<file path="src/rtl/clock_monitor_pkg.sv">
// clock_monitor_pkg: monitor state type and helpers deriving the expected timing figures
package clock_monitor_pkg;

  typedef enum logic [1:0] {IDLE, ALIGN, HIGH, LOW} state_e;

  function automatic int h_exp(input int clock_period, input int cycle_time);
    return clock_period / cycle_time / 2;
  endfunction

  function automatic int p_exp(input int clock_period, input int cycle_time);
    return 2 * h_exp(clock_period, cycle_time);
  endfunction

  function automatic int timeout(input int clock_period, input int cycle_time);
    return 4 * h_exp(clock_period, cycle_time);
  endfunction

  function automatic int cnt_w(input int clock_period, input int cycle_time);
    return $clog2(timeout(clock_period, cycle_time) + 1);
  endfunction

endpackage

</file>
<file path="src/rtl/sync_edge_detect.sv">
// sync_edge_detect: multi-flop synchronizer for an async input with rise/fall detection
module sync_edge_detect #(
  parameter int SYNC_STAGES = 2
) (
  input  logic clk,
  input  logic rst,
  input  logic din,
  output logic rise,
  output logic fall
);

  logic [SYNC_STAGES-1:0] sync_q, sync_d;
  logic                   prev_q, prev_d;

  // shift the input through the synchronizer and keep one cycle of history behind it
  always_comb begin
    sync_d = {sync_q[SYNC_STAGES-2:0], din};
    prev_d = sync_q[SYNC_STAGES-1];
  end

  // both edges see the same pipeline depth, so high time and period are unbiased
  always_ff @(posedge clk or posedge rst) begin
    if (rst) begin
      sync_q <= '0;
      prev_q <= 1'b0;
    end else begin
      sync_q <= sync_d;
      prev_q <= prev_d;
    end
  end

  assign rise = sync_q[SYNC_STAGES-1] & ~prev_q;
  assign fall = ~sync_q[SYNC_STAGES-1] & prev_q;

endmodule

</file>
<file path="src/rtl/divided_clock_monitor.sv">
// divided_clock_monitor: measures high time and period of a slow clock and reports lock, error and stall
module divided_clock_monitor
  import clock_monitor_pkg::*;
#(
  parameter  int CLOCK_PERIOD = 1000,
  parameter  int CYCLE_TIME   = 10,
  parameter  int TOLERANCE    = 2,
  parameter  int LOCK_COUNT   = 4,
  parameter  int SYNC_STAGES  = 2,
  localparam int CNT_W        = cnt_w(CLOCK_PERIOD, CYCLE_TIME)
) (
  input  logic             clk,
  input  logic             rst,
  input  logic             enable,
  input  logic             clk_in,
  output logic             measure_valid,
  output logic [CNT_W-1:0] period_count,
  output logic [CNT_W-1:0] high_count,
  output logic             locked,
  output logic             freq_error,
  output logic             stalled
);

  localparam int H_EXP   = h_exp(CLOCK_PERIOD, CYCLE_TIME);
  localparam int P_EXP   = p_exp(CLOCK_PERIOD, CYCLE_TIME);
  localparam int TIMEOUT = timeout(CLOCK_PERIOD, CYCLE_TIME);
  localparam int RUN_W   = $clog2(LOCK_COUNT + 1);

  localparam logic        [CNT_W-1:0] TMO     = CNT_W'(TIMEOUT);
  localparam logic signed [CNT_W:0]   P_S     = (CNT_W+1)'(P_EXP);
  localparam logic signed [CNT_W:0]   H_S     = (CNT_W+1)'(H_EXP);
  localparam logic signed [CNT_W:0]   TOL_S   = (CNT_W+1)'(TOLERANCE);
  localparam logic        [RUN_W-1:0] RUN_MAX = RUN_W'(LOCK_COUNT);

  state_e             state_q, state_d;
  logic [CNT_W-1:0]   cnt_q, cnt_d;
  logic [CNT_W-1:0]   high_latch_q, high_latch_d;
  logic [CNT_W-1:0]   period_q, period_d;
  logic [CNT_W-1:0]   high_q, high_d;
  logic [RUN_W-1:0]   run_q, run_d;
  logic               valid_q, valid_d;
  logic               ferr_q, ferr_d;
  logic               stalled_q, stalled_d;
  logic               rise, fall, good, timeout_hit;
  logic signed [CNT_W:0] dp, dh;

  sync_edge_detect #(
    .SYNC_STAGES(SYNC_STAGES)
  ) u_sync (
    .clk (clk),
    .rst (rst),
    .din (clk_in),
    .rise(rise),
    .fall(fall)
  );

  // signed distance of the period ending now and its latched high time from nominal
  always_comb begin
    dp          = $signed({1'b0, cnt_q}) - P_S;
    dh          = $signed({1'b0, high_latch_q}) - H_S;
    good        = (dp <= TOL_S) && (dp >= -TOL_S) && (dh <= TOL_S) && (dh >= -TOL_S);
    timeout_hit = (cnt_q == TMO) && !rise && !fall;
  end

  // measurement FSM: enable dominates, then timeout, then edge-driven state moves
  always_comb begin
    state_d      = state_q;
    cnt_d        = rise ? CNT_W'(1) : (cnt_q == TMO ? cnt_q : cnt_q + CNT_W'(1));
    high_latch_d = high_latch_q;
    period_d     = period_q;
    high_d       = high_q;
    run_d        = run_q;
    valid_d      = 1'b0;
    ferr_d       = 1'b0;
    stalled_d    = stalled_q & ~rise;
    if (!enable) begin
      state_d   = IDLE;
      cnt_d     = '0;
      run_d     = '0;
      stalled_d = 1'b0;
    end else if (state_q == IDLE) begin
      state_d = ALIGN;
      cnt_d   = '0;
    end else if (timeout_hit) begin
      state_d   = ALIGN;
      run_d     = '0;
      stalled_d = 1'b1;
    end else if (state_q == ALIGN && rise) begin
      state_d = HIGH;
    end else if (state_q == HIGH && fall) begin
      state_d      = LOW;
      high_latch_d = cnt_q;
    end else if (state_q == LOW && rise) begin
      state_d  = HIGH;
      period_d = cnt_q;
      high_d   = high_latch_q;
      valid_d  = 1'b1;
      ferr_d   = ~good;
      run_d    = !good ? '0 : (run_q == RUN_MAX ? run_q : run_q + RUN_W'(1));
    end
  end

  // state and registered outputs; reset clears everything at once
  always_ff @(posedge clk or posedge rst) begin
    if (rst) begin
      state_q      <= IDLE;
      cnt_q        <= '0;
      high_latch_q <= '0;
      period_q     <= '0;
      high_q       <= '0;
      run_q        <= '0;
      valid_q      <= 1'b0;
      ferr_q       <= 1'b0;
      stalled_q    <= 1'b0;
    end else begin
      state_q      <= state_d;
      cnt_q        <= cnt_d;
      high_latch_q <= high_latch_d;
      period_q     <= period_d;
      high_q       <= high_d;
      run_q        <= run_d;
      valid_q      <= valid_d;
      ferr_q       <= ferr_d;
      stalled_q    <= stalled_d;
    end
  end

  assign measure_valid = valid_q;
  assign period_count  = period_q;
  assign high_count    = high_q;
  assign locked        = (run_q == RUN_MAX);
  assign freq_error    = ferr_q;
  assign stalled       = stalled_q;

endmodule

</file>
<file path="config.mk">
export PLATFORM = sky130hd
export DESIGN_NAME = divided_clock_monitor
export DESIGN_NICKNAME = d
export VERILOG_FILES = /design/src/rtl/clock_monitor_pkg.sv /design/src/rtl/sync_edge_detect.sv /design/src/rtl/divided_clock_monitor.sv
export SDC_FILE = /design/constraint.sdc
export NUM_CORES = 1
export LEC_CHECK = 0
export CAP_MARGIN = 20
export CORE_ASPECT_RATIO = 1.25
export CORE_UTILIZATION = 45
export CTS_CLUSTER_SIZE = 40
export DETAILED_ROUTE_END_ITERATION = 10
export PLACE_DENSITY = 0.64
export SLEW_MARGIN = 0
export SYNTH_ARGS = -nofsm -noshare
export SYNTH_HDL_FRONTEND = slang
export SYNTH_SLANG_ARGS = --single-unit
</file>
<file path="constraint.sdc">
create_clock -name clk -period 6.5 [get_ports clk]
set_clock_uncertainty 0.15 [all_clocks]
set_input_delay 1.3 -clock clk [delete_from_list [all_inputs] [get_ports clk]]
set_output_delay 1.3 -clock clk [all_outputs]
set_load 0.02 [all_outputs]
</file>
==> summary.md, run 1 <==
| Metric | Value |
|---|---|
| Most common cell after layout, fill and taps aside | `dfrtp_1` |
| Clock buffer depth | `2` |
| Critical Path AT | `1.80 ns` |
| Capturing point of the worst reg2reg path | `run_q[0]$_DFFE_PP0P_` |
| Syn Nets | `213` |
| Total congestion overflow | `0` |
| Tmin final | `3.248 ns` |
| Worst Path Buf+Inv | `3` |
| WL final | `4.283 mm` |
| Starting Density | `0.4706` |
| Synth warn | `0` |
| Hold path depth | `0` |
| Max Fanout on Critical Path | `3` |
| Slowest-stage cell, CP | `clkdlybuf4s50_1` |
| R2R depth | `8` |
| Top cell by count, worst path | `inv_1` |
| Leakage | `1.155 nW` |
| Largest net degree at the start of global routing | `44` |
| Met3 Resource Use GR | `0.03792` |
| #FFs+latches synth | `43` |
| Register area share after synthesis | `0.4799` |
| Vias | `1553` |
| Crit start category | `flip-flop` |
| Reg-to-reg setup timing slack | `3.93 ns` |
| Setup TNS | `0 ns` |
| Vias in the first global route | `1548` |
| Maxcap violations | `0` |
| Area leader, netlist | `dfrtp_1` |
| Vias per Instance | `5.507` |
| RSZ-0062 raised after global routing | `false` |
| Port Buffers | `23` |
| DR pass1 iterations | `4` |
| Min-Delay Endpoint | `u_sync.sync_q[1]$_DFF_PP0_` |
| Worst Hold Class | `reg -> reg` |
| Max Clk Rate | `307.9 MHz` |
| Worst Tran Pin Value | `0.8379 ns` |
| Max incr delay on CP | `0.61 ns` |
| Pwr Density | `207.9 nW/um^2` |
| Hpwl dp | `3.003 mm` |
| Peak VDD IR | `99.65 uV` |
| Die ar. | `5271 sq um` |
| CP Class | `reg -> out` |
| Routing usage on met1 | `0.2230` |
| # rows | `28` |
| Hold Crit Start | `u_sync.sync_q[0]$_DFF_PP0_` |
| TritonCTS clock tree | `yes` |
| Initial drt markers | `49` |
| Clk sink count | `43` |
| Worst R2R Start | `cnt_q[2]$_DFFE_PP0P_` |
| Layout cell share with drive strength beyond 1 | `0.2027` |
| Die width | `65.14 microns` |
| NumNets Final | `237` |
| Cells after Synth | `198` |
| TritonCTS buffer count | `5` |
| Final Hold Viols | `0` |
| N_diodes | `0` |
| Core Area | `4765 sq um` |
| Final setup violation count | `0` |
| Worst skew pair latency | `0.29 ns` |
| CTS H-Tree Depth | `2` |
| GP Congestion | `0.7704` |
| Mapped Area | `2242 sq um` |
| Largest cells by area after synthesis | `dfrtp_1 (48%), mux2_2 (11%), ha_1 (6.1%)` |
| Period utilization | `0.4997` |
| Critical path cell sequence | `inv_1, ha_1, nand2_1, inv_1, clkdlybuf4s50_1` |
| # hold bufs at CTS | `0` |
| Status | `finished, final reports clean` |
| Syn_area_per_cell | `11.32 sq um` |
| Global route hottest layer | `met2` |
| Routed len/inst | `15.19 microns` |
| Crit end category | `primary output` |
| Remaining antenna violation count | `0` |
| Tot GR Track Use | `0.1820` |
| Relative slew slack | `0.4408` |
| Die H | `80.92 microns` |
| Clk slew on worst S/H paths | `0.08 ns` |
| Most frequent cells in the layout | `dfrtp_1 (43), clkdlybuf4s50_1 (23), mux2_2 (22)` |
| Met2 GRT Util | `0.3219` |
| First-pass GRT wire length | `7.272 mm` |
| Top cell type's share of synthesized area | `0.4799` |
| Worst EP required | `5.05 ns` |
| Max-slew violations | `0` |
| Post_cts resized | `0` |
| WHS | `0.2022 ns` |
| CP delay by family, top | `buffers and inverters` |
| Drt drc | `0` |
| Final core utilization | `0.5444` |
| Initial antenna violation count | `0` |
| Setup bufs post-CTS | `0` |
| Yosys cell types | `44` |
| I/O Pins | `24` |
| Root Buffer | `clkbuf_8` |
| P&R area growth vs syn | `15.68%` |
==> kinds of logic after synthesis <==
group	synth area share
AO/OA/AOI/OAI	0.09821
XOR/XNOR	0.04297
adder cells (fa/ha/maj)	0.06138
buffers and inverters	0.04520
flip-flops	0.4799
multiplexers	0.1194
AND/OR/NAND/NOR	0.1529
==> flip-flops by register name (all words and copies together), names as in the netlist <==
name / cells
state_q: 2
measure_valid: 1
period_count: 8
high_count: 8
high_latch_q: 8
stalled: 1
cnt_q: 8
freq_error: 1
u_sync.prev_q: 1
run_q: 3
u_sync.sync_q: 2
==> how the worst max path moves through the flow <==
| stage | from | endpoint | slack (ns) | cells after the start |
|---|---|---|---|---|
| finish | run_q[0]$_DFFE_PP0P_ | locked | 3.25 | 5 |
| global placement | enable | high_count[7]$_DFFE_PP0P_ | 3.08 | 4 |
| floorplan | enable | high_count[0]$_DFFE_PP0P_ | 3.83 | 5 |
| CTS | run_q[0]$_DFFE_PP0P_ | locked | 3.25 | 5 |
| global route | run_q[0]$_DFFE_PP0P_ | locked | 3.15 | 5 |
| detailed placement | enable | high_count[4]$_DFFE_PP0P_ | 3.02 | 4 |
==> layer usage <==
| metal | up-vias | share of wire |
|---|---|---|
| met2 | 36 | 0.52 |
| met3 | 5 | 0.030 |
| met5 | - | 0 |
| li1 | 743 | - |
| met1 | 769 | 0.44 |
| met4 | 0 | 0.011 |
==> per-stage QoR <==
stage | setup slack [ns] | total power [mW] | cells | instance area (sq um)
floorplan | 3.834 | 0.3263 | 198 | 2242
global placement | 3.083 | 0.3433 | 275 | 2491
detailed placement | 3.024 | 0.3459 | 275 | 2491
CTS | 3.249 | 0.5444 | 282 | 2594
global route | 3.151 | 0.5606 | 282 | 2594
finish | 3.252 | 0.5392 | 282 | 2594
==> synth_stat cells, drive strengths merged <==
master	number
a21boi	1
a21oi	9
a22oi	1
a31oi	5
a32o	1
and3	1
buf	5
clkbuf	2
dfrtp	43
ha	11
inv	10
mux2	22
mux2i	2
nand2	15
nand2b	6
nand3	5
nand4	6
nand4b	1
nor2	11
nor2b	2
nor3	6
nor4	2
o211ai	1
o21a	1
o21ai	10
o2bb2ai	1
o311ai	1
or2	2
or3	3
or3b	1
xnor2	4
xor2	7
==> report_power, final <==
part           internal (mW)  switching, mW
Clock                  0.113         0.0858
Sequential             0.278         0.0105
Combinational         0.0221         0.0305
Total                  0.412          0.127
==> final cells by class <==
| class | count | area, sq um |
|---|---|---|
| multi-input combinational | 138 | 1065 |
| timing repair buffer | 24 | 237.7 |
| tap | 60 | 75.07 |
| sequential | 43 | 1076 |
| clock buffer | 6 | 72.57 |
| inverter | 10 | 37.54 |
| fill | 440 | 2171 |
| clock inverter | 1 | 30.03 |
No activity file was read; power rests on OpenSTA's default activity.
==> run 2: changes to the inputs <==
Settings changed: PLACE_DENSITY 0.64 to 0.66.
Clock period 6.5 ns to 2.9 ns, I/O delays scaled along.
==> summary.md, run 2 (same netlist as run 1, synthesis figures left out) <==
| Metric | Value |
|---|---|
| Status | `finished, final reports clean (unchanged)` |
| Setup TNS | `0 ns (unchanged)` |
| Clock buffer depth | `2 (unchanged)` |
| Die width | `65.14 microns (unchanged)` |
| RSZ-0062 raised after global routing | `false (unchanged)` |
| Vias in the first global route | `1400 (was 1548)` |
| Die H | `80.92 microns (unchanged)` |
| GP Congestion | `0.7419 (was 0.7704)` |
| Hpwl dp | `2.772 mm (was 3.003 mm)` |
| Maxcap violations | `0 (unchanged)` |
| Initial drt markers | `44 (was 49)` |
| DR pass1 iterations | `4 (unchanged)` |
| Critical Path AT | `1.77 ns (was 1.80 ns)` |
| First-pass GRT wire length | `6.727 mm (was 7.272 mm)` |
| Final Hold Viols | `0 (unchanged)` |
| Highest routed layer | `met4 (unchanged)` |
| Clk slew on worst S/H paths | `0.08 ns (about the same)` |
| Drt drc | `0 (unchanged)` |
| Max-slew violations | `0 (unchanged)` |
| Leakage | `1.182 nW (was 1.155 nW)` |
| Remaining antenna violation count | `0 (unchanged)` |
| Die ar. | `5271 sq um (unchanged)` |
| Max Clk Rate | `399.5 MHz` |
| Tot GR Track Use | `0.1689 (was 0.1820)` |
| Relative slew slack | `0.6431 (was 0.4408)` |
| Worst skew pair latency | `0.29 ns (about the same)` |
| Core Area | `4765 sq um (unchanged)` |
| Tmin final | `2.503 ns` |
| Setup bufs post-CTS | `0 (unchanged)` |
| Post-Layout Inst Area | `2631 sq um (was 2594 sq um)` |
| Most frequent cells in the layout | `dfrtp_1 (43), clkdlybuf4s50_1 (23), mux2_2 (22) (unchanged)` |
| Final setup violation count | `0 (unchanged)` |
| Layout cell share with drive strength beyond 1 | `0.2212 (was 0.2027)` |
| Crit end category | `primary output (unchanged)` |
| Worst Hold Class | `reg -> reg (unchanged)` |
| Root Buffer | `clkbuf_8 (unchanged)` |
| I/O Pins | `24 (unchanged)` |
| Pwr Density | `472.7 nW/um^2 (was 207.9 nW/um^2)` |
| Post_cts resized | `0 (unchanged)` |
| Vias | `1531 (was 1553)` |
| Routed len/inst | `13.98 microns (was 15.19 microns)` |
| P&R area growth vs syn | `17.35% (was 15.68%)` |
| Area post-placement | `2514 sq um (was 2491 sq um)` |
| Port Buffers | `23 (unchanged)` |
| Final Total Pwr | `1.244 mW (was 539.2 uW)` |
| N_diodes | `0 (unchanged)` |
| Largest net degree at the start of global routing | `44 (unchanged)` |
| Max Fanout on Critical Path | `3 (unchanged)` |
| Worst Tran Pin Value | `0.5354 ns (was 0.8379 ns)` |
| Hold Crit Start | `u_sync.sync_q[0]$_DFF_PP0_ (unchanged)` |
| Launch point of the critical path | `run_q[0]$_DFFE_PP0P_ (unchanged)` |
| TritonCTS clock tree | `yes (unchanged)` |
| # rows | `28 (unchanged)` |
| WL final | `3.998 mm (was 4.283 mm)` |
| TritonCTS buffer count | `5 (unchanged)` |
| Total congestion overflow | `0 (unchanged)` |
| Vias per Instance | `5.353 (was 5.507)` |
| Period utilization | `0.8631` |
| Clk sink count | `43 (unchanged)` |
| Worst R2R Start | `cnt_q[2]$_DFFE_PP0P_ (unchanged)` |
| NumNets Final | `240 (was 237)` |
| WL met3 | `93 microns (was 128 microns)` |
| Peak VDD IR | `315.6 uV (was 99.65 uV)` |
| WL met2 | `1.939 mm (was 2.212 mm)` |
| Worst EP required | `2.17 ns (was 5.05 ns)` |
| CP Class | `reg -> out (unchanged)` |
| Starting Density | `0.4706 (unchanged)` |
| Crit start category | `flip-flop (unchanged)` |
| Most common cell after layout, fill and taps aside | `dfrtp_1 (unchanged)` |
| # hold bufs at CTS | `0 (unchanged)` |
| CTS H-Tree Depth | `2 (unchanged)` |
| Initial antenna violation count | `0 (unchanged)` |
| Routed met1 length | `1.866 mm (was 1.894 mm)` |
run 2: where the power goes:
part           total, mW  internal (mW)  switching [mW]
sequential         0.644          0.622          0.0217
clock              0.482          0.279           0.203
combinational      0.118         0.0501          0.0679
run 2: worst max-delay path, stage by stage, from the launching register on:
cell and delay [ns]:
dfrtp_1 0.39, inv_1 0.09, ha_1 0.20, nand2_1 0.10
inv_1 0.10, clkdlybuf4s50_1 0.60
run 2: cell type report:
cell class,count,area [sq um]
sequential,43,1076
timing repair buffer,27,260.3
tap,60,75.07
inverter,10,37.54
clock buffer,6,82.58
fill,450,2133
clock inverter,2,35.03
multi-input combinational,138,1065
run 2: per-layer routing:
layer | up-vias | GRT usage
li1 | 745 | -
met2 | 18 | 0.2583
met3 | 9 | 0.03933
met1 | 759 | 0.2257
met4 | 0 | 0.08043
met5 | - | 0
run 2: path summary, 6_finish.rpt:
path	slack (ns)	cells after the start	to
worst max-delay path	0.40	5	locked
worst min-delay path	0.20	0	u_sync.sync_q[1]$_DFF_PP0_
worst max register to register	0.57	8	run_q[0]$_DFFE_PP0P_
worst min register to register	0.20	0	u_sync.sync_q[1]$_DFF_PP0_
max in group asynchronous	1.66	3	state_q[0]$_DFFE_PP0P_
min in group asynchronous	0.56	3	run_q[1]$_DFFE_PP0P_
run 2: per-stage QoR:
| stage | cells | hold WS (ns) | util | worst slack [ns] |
|---|---|---|---|---|
| 2_1_floorplan | 198 | 0.1812 | - | 0.7798 |
| 3_3_place_gp | 278 | 0.1878 | 0.5276 | 0.5302 |
| 3_5_place_dp | 278 | 0.1889 | 0.5276 | 0.5313 |
| 5_1_grt | 286 | 0.2212 | 0.5523 | 0.3055 |
| 4_1_cts | 286 | 0.2073 | 0.5523 | 0.3847 |
| 6_report | 286 | 0.2038 | 0.5523 | 0.3970 |
==> run 3: changes to the inputs <==
Settings changed: CAP_MARGIN 20 to 5.
==> results of run 3 <==
Same layout as run 2: the final DEF is identical, and so are final timing and power.
